===== src/rtl/pd_4b5b_tx_framer.sv =====
// USB-PD transmit framer: ordered set, 4b5b payload, EOP.
// Registered symbol output with valid/ready flow control.
module pd_4b5b_tx_framer #(
  parameter int IN_BYTES  = 1,
  parameter int MAX_BYTES = 264
) (
  input  logic                  clk,
  input  logic                  rst,
  input  logic                  start,
  input  logic [2:0]            sop_type,
  input  logic [8*IN_BYTES-1:0] s_data,
  input  logic [IN_BYTES-1:0]   s_keep,
  input  logic                  s_valid,
  input  logic                  s_last,
  output logic                  s_ready,
  output logic [4:0]            m_sym,
  output logic                  m_valid,
  input  logic                  m_ready,
  output logic                  m_last,
  output logic                  busy,
  output logic                  err
);

  typedef enum logic [2:0] {
    IDLE, OSET, DATA, DRAIN, EOP, DONE
  } state_t;

  localparam logic [16:0] MAXV = 17'(MAX_BYTES);
  localparam logic [4:0] K_S1  = 5'b11000;
  localparam logic [4:0] K_S2  = 5'b10001;
  localparam logic [4:0] K_S3  = 5'b00110;
  localparam logic [4:0] K_R1  = 5'b00111;
  localparam logic [4:0] K_R2  = 5'b11001;
  localparam logic [4:0] K_EOP = 5'b01101;

  state_t                state_q, state_d;
  logic [2:0]            type_q, type_d;
  logic [1:0]            idx_q, idx_d;
  logic [15:0]           cnt_q, cnt_d;
  logic [8*IN_BYTES-1:0] bdata_q, bdata_d;
  logic [2:0]            bn_q, bn_d;
  logic [2:0]            blane_q, blane_d;
  logic                  bhi_q, bhi_d;
  logic                  bvld_q, bvld_d;
  logic                  blast_q, blast_d;
  logic                  bdrain_q, bdrain_d;
  logic [4:0]            sym_q, sym_d;
  logic                  mvld_q, mvld_d;
  logic                  mlast_q, mlast_d;
  logic                  err_q, err_d;

  logic        load;
  logic        acc;
  logic [2:0]  n_in;
  logic [2:0]  take;
  logic [16:0] sum;
  logic        ovf;
  logic [7:0]  cur_byte;
  logic [3:0]  cur_nib;

  function automatic logic [4:0] enc(
    input logic [3:0] n
  );
    logic [4:0] s;
    unique case (n)
      4'h0: s = 5'b11110;
      4'h1: s = 5'b01001;
      4'h2: s = 5'b10100;
      4'h3: s = 5'b10101;
      4'h4: s = 5'b01010;
      4'h5: s = 5'b01011;
      4'h6: s = 5'b01110;
      4'h7: s = 5'b01111;
      4'h8: s = 5'b10010;
      4'h9: s = 5'b10011;
      4'hA: s = 5'b10110;
      4'hB: s = 5'b10111;
      4'hC: s = 5'b11010;
      4'hD: s = 5'b11011;
      4'hE: s = 5'b11100;
      default: s = 5'b11101;
    endcase
    return s;
  endfunction

  function automatic logic [4:0] oset(
    input logic [2:0] t,
    input logic [1:0] i
  );
    logic [19:0] seq;
    logic [4:0]  s;
    unique case (t)
      3'd0:    seq = {K_S1, K_S1, K_S1, K_S2};
      3'd1:    seq = {K_S1, K_S1, K_S3, K_S3};
      3'd2:    seq = {K_S1, K_S3, K_S1, K_S3};
      3'd3:    seq = {K_S1, K_R2, K_R2, K_S3};
      3'd4:    seq = {K_S1, K_R2, K_S3, K_S2};
      3'd5:    seq = {K_R1, K_R1, K_R1, K_R2};
      default: seq = {K_R1, K_S1, K_R1, K_S3};
    endcase
    unique case (i)
      2'd0:    s = seq[19:15];
      2'd1:    s = seq[14:10];
      2'd2:    s = seq[9:5];
      default: s = seq[4:0];
    endcase
    return s;
  endfunction

  function automatic logic [2:0] pop(
    input logic [IN_BYTES-1:0] k
  );
    logic [2:0] c;
    c = 3'd0;
    for (int i = 0; i < IN_BYTES; i++) begin
      c = c + 3'(k[i]);
    end
    return c;
  endfunction

  function automatic logic [7:0] lane_byte(
    input logic [8*IN_BYTES-1:0] d,
    input logic [2:0]            l
  );
    logic [7:0] b;
    b = 8'h00;
    for (int i = 0; i < IN_BYTES; i++) begin
      if (l == 3'(i)) b = d[i*8 +: 8];
    end
    return b;
  endfunction

  assign load = !mvld_q || m_ready;
  assign s_ready = ((state_q == DATA) && !bvld_q)
                || (state_q == DRAIN);
  assign acc = s_valid && s_ready;
  assign n_in = pop(s_keep);
  assign sum = {1'b0, cnt_q} + 17'(n_in);
  assign ovf = sum > MAXV;
  assign take = ovf ? 3'(MAXV - {1'b0, cnt_q}) : n_in;
  assign cur_byte = lane_byte(bdata_q, blane_q);
  assign cur_nib = bhi_q ? cur_byte[7:4] : cur_byte[3:0];

  // Next-state, buffer and output-register load logic
  always_comb begin
    state_d  = state_q;
    type_d   = type_q;
    idx_d    = idx_q;
    cnt_d    = cnt_q;
    bdata_d  = bdata_q;
    bn_d     = bn_q;
    blane_d  = blane_q;
    bhi_d    = bhi_q;
    bvld_d   = bvld_q;
    blast_d  = blast_q;
    bdrain_d = bdrain_q;
    sym_d    = sym_q;
    mvld_d   = mvld_q;
    mlast_d  = mlast_q;
    err_d    = 1'b0;
    if (load) begin
      mvld_d  = 1'b0;
      mlast_d = 1'b0;
    end
    unique case (state_q)
      IDLE: begin
        if (start) begin
          if (sop_type == 3'd7) begin
            err_d = 1'b1;
          end else begin
            type_d   = sop_type;
            sym_d    = oset(sop_type, 2'd0);
            mvld_d   = 1'b1;
            idx_d    = 2'd1;
            cnt_d    = 16'd0;
            bvld_d   = 1'b0;
            bdrain_d = 1'b0;
            state_d  = OSET;
          end
        end
      end
      OSET: begin
        if (load) begin
          sym_d  = oset(type_q, idx_q);
          mvld_d = 1'b1;
          idx_d  = idx_q + 2'd1;
          if (idx_q == 2'd3) begin
            if (type_q >= 3'd5) begin
              mlast_d = 1'b1;
              state_d = DONE;
            end else begin
              state_d = DATA;
            end
          end
        end
      end
      DATA: begin
        if (bvld_q && load) begin
          sym_d  = enc(cur_nib);
          mvld_d = 1'b1;
          if (bhi_q) begin
            bhi_d   = 1'b0;
            blane_d = blane_q + 3'd1;
            if (blane_q + 3'd1 == bn_q) begin
              bvld_d = 1'b0;
              if (blast_q)       state_d = EOP;
              else if (bdrain_q) state_d = DRAIN;
            end
          end else begin
            bhi_d = 1'b1;
          end
        end
        if (acc) begin
          if (n_in == 3'd0) begin
            err_d = 1'b1;
            if (s_last) state_d = EOP;
          end else begin
            if (ovf) err_d = 1'b1;
            cnt_d = ovf ? MAXV[15:0] : sum[15:0];
            if (take == 3'd0) begin
              state_d = s_last ? EOP : DRAIN;
            end else begin
              bvld_d   = 1'b1;
              bdata_d  = s_data;
              bn_d     = take;
              blane_d  = 3'd0;
              bhi_d    = 1'b0;
              blast_d  = s_last;
              bdrain_d = ovf && !s_last;
            end
          end
        end
      end
      DRAIN: begin
        if (acc && s_last) state_d = EOP;
      end
      EOP: begin
        if (load) begin
          sym_d   = K_EOP;
          mvld_d  = 1'b1;
          mlast_d = 1'b1;
          state_d = DONE;
        end
      end
      DONE: begin
        if (mvld_q && m_ready) state_d = IDLE;
      end
      default: state_d = IDLE;
    endcase
  end

  // State and datapath registers with synchronous reset
  always_ff @(posedge clk) begin
    if (rst) begin
      state_q  <= IDLE;
      type_q   <= 3'd0;
      idx_q    <= 2'd0;
      cnt_q    <= 16'd0;
      bdata_q  <= '0;
      bn_q     <= 3'd0;
      blane_q  <= 3'd0;
      bhi_q    <= 1'b0;
      bvld_q   <= 1'b0;
      blast_q  <= 1'b0;
      bdrain_q <= 1'b0;
      sym_q    <= 5'd0;
      mvld_q   <= 1'b0;
      mlast_q  <= 1'b0;
      err_q    <= 1'b0;
    end else begin
      state_q  <= state_d;
      type_q   <= type_d;
      idx_q    <= idx_d;
      cnt_q    <= cnt_d;
      bdata_q  <= bdata_d;
      bn_q     <= bn_d;
      blane_q  <= blane_d;
      bhi_q    <= bhi_d;
      bvld_q   <= bvld_d;
      blast_q  <= blast_d;
      bdrain_q <= bdrain_d;
      sym_q    <= sym_d;
      mvld_q   <= mvld_d;
      mlast_q  <= mlast_d;
      err_q    <= err_d;
    end
  end

  assign m_sym   = sym_q;
  assign m_valid = mvld_q;
  assign m_last  = mlast_q;
  assign busy    = (state_q != IDLE);
  assign err     = err_q;

endmodule


===== config.mk =====
export PLATFORM = sky130hd
export DESIGN_NAME = pd_4b5b_tx_framer
export DESIGN_NICKNAME = d
export VERILOG_FILES = /design/src/rtl/pd_4b5b_tx_framer.sv
export SDC_FILE = /design/constraint.sdc
export NUM_CORES = 1
export LEC_CHECK = 0
export ABC_AREA = 0
export CORE_MARGIN = 5
export CORE_UTILIZATION = 45
export CTS_CLUSTER_DIAMETER = 40
export DETAILED_ROUTE_END_ITERATION = 16
export PLACE_DENSITY = 0.72
export SYNTH_ARGS = -nofsm -noshare
export SYNTH_HDL_FRONTEND = slang
export SYNTH_SLANG_ARGS = --single-unit

===== constraint.sdc =====
create_clock -name clk -period 6.85 [get_ports clk]
set_input_delay 0.685 -clock clk [delete_from_list [all_inputs] [get_ports clk]]
set_output_delay 0.685 -clock clk [all_outputs]
set_load 0.01 [all_outputs]

=== Word level (Yosys, flattened, before mapping) ===
Memories as Yosys holds them, arrays and structs flattened.
Cells that the tools add are included.

* Register bits: 50
* ROM bits: 80
* Input bits: 18
* Word-level logic and storage cells: 169
* Memories kept: 1

{| class="wikitable"
|+ Memories
! memory !! depth !! bits a word !! read ports !! clocked after Yosys merged registers in !! write ports !! line !! text
|-
| (no name shown) || 16 || 5 || 1 || 0 || 0 || 65 || <nowiki>unique case (n)</nowiki>
|}

* Add/sub/neg operators: 4
* Order comparisons: 2
* Equal/unequal tests: 31
* Mux-type cells: 82
* Bitwise gates (word level): 3
* Reduce and logical (&&, ||, !) cells: 31

{| class="wikitable"
|+ Operators with widths
! cell !! count
|-
| $pmux W20 S6 || 2
|-
| $mux W16 || 5
|-
| $mux W3 || 24
|-
| $pmux W16 S2 || 1
|-
| $mux W1 || 31
|-
| $mux W5 || 5
|-
| $eq A3 B3 Y1 const B || 7
|-
| $pmux W5 S4 || 1
|-
| $eq A3 B2 Y1 const B || 6
|-
| $logic_not A3 Y1 || 6
|-
| $ne A2 B2 Y1 const B || 9
|-
| $pmux W3 S6 || 1
|-
| $add A16 B1 Y17 || 1
|-
| $gt A17 B9 Y1 const B || 1
|-
| $pmux W5 S3 || 1
|-
| $reduce_and A6 Y1 || 2
|-
| $eq A3 B1 Y1 const B || 3
|-
| $mux W8 || 1
|-
| $pmux W1 S2 || 4
|-
| $reduce_and A4 Y1 || 2
|-
| $reduce_and A7 Y1 || 1
|-
| $logic_and A1 B1 Y1 || 6
|-
| $mux W2 || 3
|-
| $reduce_and A3 Y1 || 2
|-
| other kinds (20) || 28
|}

=== Longest topological paths before layout ===
* Word-level depth: 9
* Depth in mapped cells: 10
* Mapped depth without buffers: 9

=== Worst setup path after synthesis ===
No wires, ideal clock.

* Kind: input to register
* Start point: in s_keep
* End point: reg cnt_q[5]
* Library setup time: 0.058 ns
* Arrival: 2.938 ns
* Required time: 6.792 ns
* Setup slack: 3.855 ns
* Stages: 10
* Path buffers: 1
* Cells stage by stage: ha_1 ha_1 or2_2 a2111o_1 a31oi_2 a211oi_2 or3_1 buf_6 a2111oi_4 a21o_1

* Longest elaborated chain between the ends: 6

{| class="wikitable"
|+ Ends and longest elaborated chain
! what !! line !! text
|-
| start: declaration || 12 || <nowiki>input logic [IN_BYTES-1:0] s_keep,</nowiki>
|-
| $add A16 B1 Y17 || 138 || <nowiki>assign sum = {1'b0, cnt_q} + 17'(n_in);</nowiki>
|-
| $gt A17 B9 Y1 || 139 || <nowiki>assign ovf = sum > MAXV;</nowiki>
|-
| $mux W16 || 219 || <nowiki>cnt_d = ovf ? MAXV[15:0] : sum[15:0];</nowiki>
|-
| $mux W16 || 214 || <nowiki>if (n_in == 3'd0) begin</nowiki>
|-
| $mux W16 || 213 || <nowiki>if (acc) begin</nowiki>
|-
| $pmux W16 S2 || 165 || <nowiki>unique case (state_q)</nowiki>
|-
| end signal: assignment || 274 || <nowiki>cnt_q <= cnt_d;</nowiki>
|-
| end: declaration || 39 || <nowiki>logic [15:0] cnt_q, cnt_d;</nowiki>
|}

Several ways; a longest one is shown, not always the timed one. The select of a mux whose other input is x is not followed.
A chain may end at the register's enable or synchronous reset.

=== Worst setup path in the final report ===
* Start point: in s_keep
* End point: reg err_q (netlist: err)

* Longest elaborated chain between the ends: 6

{| class="wikitable"
|+ Ends and longest elaborated chain
! what !! line !! text
|-
| $add A16 B1 Y17 || 138 ||
|-
| $gt A17 B9 Y1 || 139 ||
|-
| $mux W1 || 218 || <nowiki>if (ovf) err_d = 1'b1;</nowiki>
|-
| $mux W1 * || 214 ||
|-
| $mux W1 * || 213 ||
|-
| $pmux W1 S2 * || 165 ||
|-
| end signal: assignment || 285 || <nowiki>err_q <= err_d;</nowiki>
|-
| end: declaration || 50 || <nowiki>logic err_q, err_d;</nowiki>
|}

Mark *: on every way between the ends. The rest lies on a longest branch, timed or not.

==> impl_metrics.json <==
{
  "status": "completed",
  "syn_area_per_cell_um2": 7.71,
  "drc": 0,
  "ys_types": 62,
  "power_leakage_nw": 1.31,
  "skew_ps": 11.4,
  "crit_arrival_ps": 3750,
  "grt_pass1_vias": 2784,
  "wl_per_cell_um": 14.9,
  "synth-edff-count": 0,
  "worstMarginPinSlew_ps": 1030,
  "insertion_delay_ps": 300,
  "min_path_type": "flop to flop",
  "pwr_density_cell_nw_per_um2": 224,
  "use_met2": 0.293,
  "cp.required_ps": 7050,
  "vias": 3054,
  "crit_type": "input port to flop",
  "track_usage": 0.179,
  "post_cts_buffers": 0,
  "use_met1": 0.238,
  "core_area_um2": 6830,
  "cts.sinks": 50,
  "relSlewSlack": 0.313,
  "areaGrowthSynthToFinish_pct": 13.7,
  "clk_pin_slew_ps": 90,
  "grt_pass1_wl_mm": 13.0,
  "seq_area_frac_synth": 0.314,
  "drt_iter0_drc": 175,
  "fin_setup_tns_ps": 0,
  "viasPerCell": 5.85,
  "routabilityCongestion": 0.852,
  "use_met3": 0.0329,
  "initial_utilization": 0.467,
  "design.die.area_um2": 8880,
  "cts_buffer_depth": 2,
  "cp-start-kind": "input port",
  "syn_nets": 441,
  "postRouteAntennaNets": 0,
  "htree_levels": 2,
  "ys_ff_latch": 50,
  "die_x_um": 94.2,
  "max_freq_mhz": 281,
  "final_nets": 452,
  "grt_setup_unrepaired": "no",
  "fin_crit_ps": 3550,
  "io_pins": 28,
  "grt_max_degree": 37,
  "cts_buffers": 5,
  "min_period_over_period": 0.519,
  "worst-path-max-fanout": 6,
  "finalHoldViolations": 0,
  "synthArstFlopShare": 0,
  "setup_viol": 0,
  "antenna_found_initial": 0,
  "root_buffer": "clkbuf_8",
  "crit_path_end_kind": "flop",
  "busiest_layer": "met2",
  "ir_drop_mv": 0.175,
  "post_cts_resized": 0,
  "layout-drive-gt1-share": 0.0634,
  "antennaDiodeCount": 0,
  "die_y_um": 94.2,
  "num_rows": 30,
  "cts_tree": "done",
  "final_core_util": 0.531,
  "overflow": 0,
  "netlist_instances": 414,
  "hold_buffers": 0,
  "io_buffers": 27,
  "wl_mm": 7.77,
  "yosys_most_used_dff": "dfxtp_1",
  "syn_area_um2": 3190,
  "yosys_warnings": 0,
  "cap_violations": 0,
  "first_pass_iters": 5,
  "hpwl_mm": 5.59,
  "slew_viol_final": 0
}
## cells by family (layout without fill, tap and decap cells)
kind of cell	after synthesis	in the layout	share of synthesized area
and+or+nand+nor	169	169	0.269
adders and majority gates	9	9	0.0353
buffers and inverters	38	50	0.0514
muxes	10	10	0.0321
AOI/OAI and AO/OA	122	122	0.255
DFF	50	50	0.314
xor gates and xnor gates	16	16	0.0439
## final cells by class
cell class                      count  area (µm²)
Tap cell                           96         120
Multi-Input combinational cell    326        2030
Timing Repair Buffer               30         293
Fill cell                         672        3200
Sequential cell                    50        1000
Clock inverter                      2        60.1
Clock buffer                        6        82.6
Inverter                           12        45.0
## final timing paths
kind / depth (start not counted) / to / slack [ps] / start
min reg2reg: 2 / bdata_q[2]$_SDFFE_PP0P_ / 480 / bdata_q[2]$_SDFFE_PP0P_
max: 10 / err$_SDFF_PP0_ / 3300 / s_keep
min: 2 / bdata_q[2]$_SDFFE_PP0P_ / 480 / bdata_q[2]$_SDFFE_PP0P_
max reg2reg: 6 / cnt_q[2]$_SDFFE_PP0P_ / 3430 / state_q[0]$_SDFFE_PP0P_
## cell usage in the layout, fill, tap and decap left out, types with 11 or more instances in the layout
master           instances
o21ai_0                 21
inv_1                   11
a21oi_1                 42
clkdlybuf4s50_1         27
nor2_1                  41
nand2_1                 31
dfxtp_1                 50
nor3_1                  17
xnor2_1                 11
nand3_1                 25
## critical path: stages
cell and delay (ps):
clkdlybuf4s50_1 540, ha_1 310, ha_1 300, or2_2 290, a2111o_1 390, a31oi_2 180, a211oi_2 110, nor3_1 550
a21oi_1 160, a31o_2 230
## through the flow
| stage | worst slack [ps] | hold WS [ps] | area [µm²] | std cells | total power [mW] |
|---|---|---|---|---|---|
| 3_3_place_gp | 3070 | 464 | 3490 | 514 | 0.558 |
| 5_1_grt | 3050 | 511 | 3630 | 522 | 0.854 |
| 4_1_cts | 3280 | 486 | 3630 | 522 | 0.814 |
| 3_5_place_dp | 2970 | 471 | 3490 | 514 | 0.560 |
| 2_1_floorplan | 3850 | 450 | 3190 | 414 | 0.483 |
| 6_report | 3300 | 484 | 3630 | 522 | 0.812 |
## sequential cells by signal (all words and copies together) (netlist names)
| register | count |
|---|---|
| type_q | 3 |
| bn_q | 3 |
| idx_q | 2 |
| bvld_q | 1 |
| bdrain_q | 1 |
| m_sym | 5 |
| state_q | 3 |
| m_last | 1 |
| blast_q | 1 |
| bdata_q | 8 |
| err | 1 |
| bhi_q | 1 |
| cnt_q | 16 |
| m_valid | 1 |
| blane_q | 3 |
## layer usage
layer  up-vias  wire length, µm
met3         7              468
met2        90             3570
met1      1422             3660
met5         -                0
met4         0               79
li1       1535                -
## report_power, final
part / switching [mW] / leakage, nW / internal [mW]
logic: 0.117 / 0.833 / 0.0948
clock network: 0.101 / 0.0714 / 0.156
registers: 0.0333 / 0.405 / 0.310
## Yosys cell counts (2+ instances only)
cell type,count,share of area
o211ai_1,5,0.012
ha_1,9,0.035
nand4_1,7,0.014
nor3_1,17,0.027
mux2i_1,8,0.025
mux2_2,2,0.0071
or2_2,3,0.0059
xor2_1,5,0.014
xnor2_1,11,0.030
nand2_1,31,0.036
nor4_1,4,0.0078
buf_6,2,0.0071
buf_2,5,0.0078
and3_1,5,0.0098
o21ai_0,21,0.033
o32ai_1,2,0.0055
or3_1,5,0.0098
inv_1,11,0.013
o21ai_1,2,0.0031
a211oi_1,4,0.0094
and2_1,9,0.018
nand4b_1,2,0.0055
a31oi_1,8,0.016
o21a_1,2,0.0047
clkbuf_1,19,0.022
a311oi_1,4,0.011
a21oi_1,42,0.066
a21o_1,2,0.0047
a22o_1,3,0.0082
dfxtp_1,50,0.31
nand3_1,25,0.039
nor2b_1,7,0.014
nand2b_1,5,0.0098
nor2_1,41,0.048
o31ai_1,9,0.021
(Power assumes the default switching activity.)
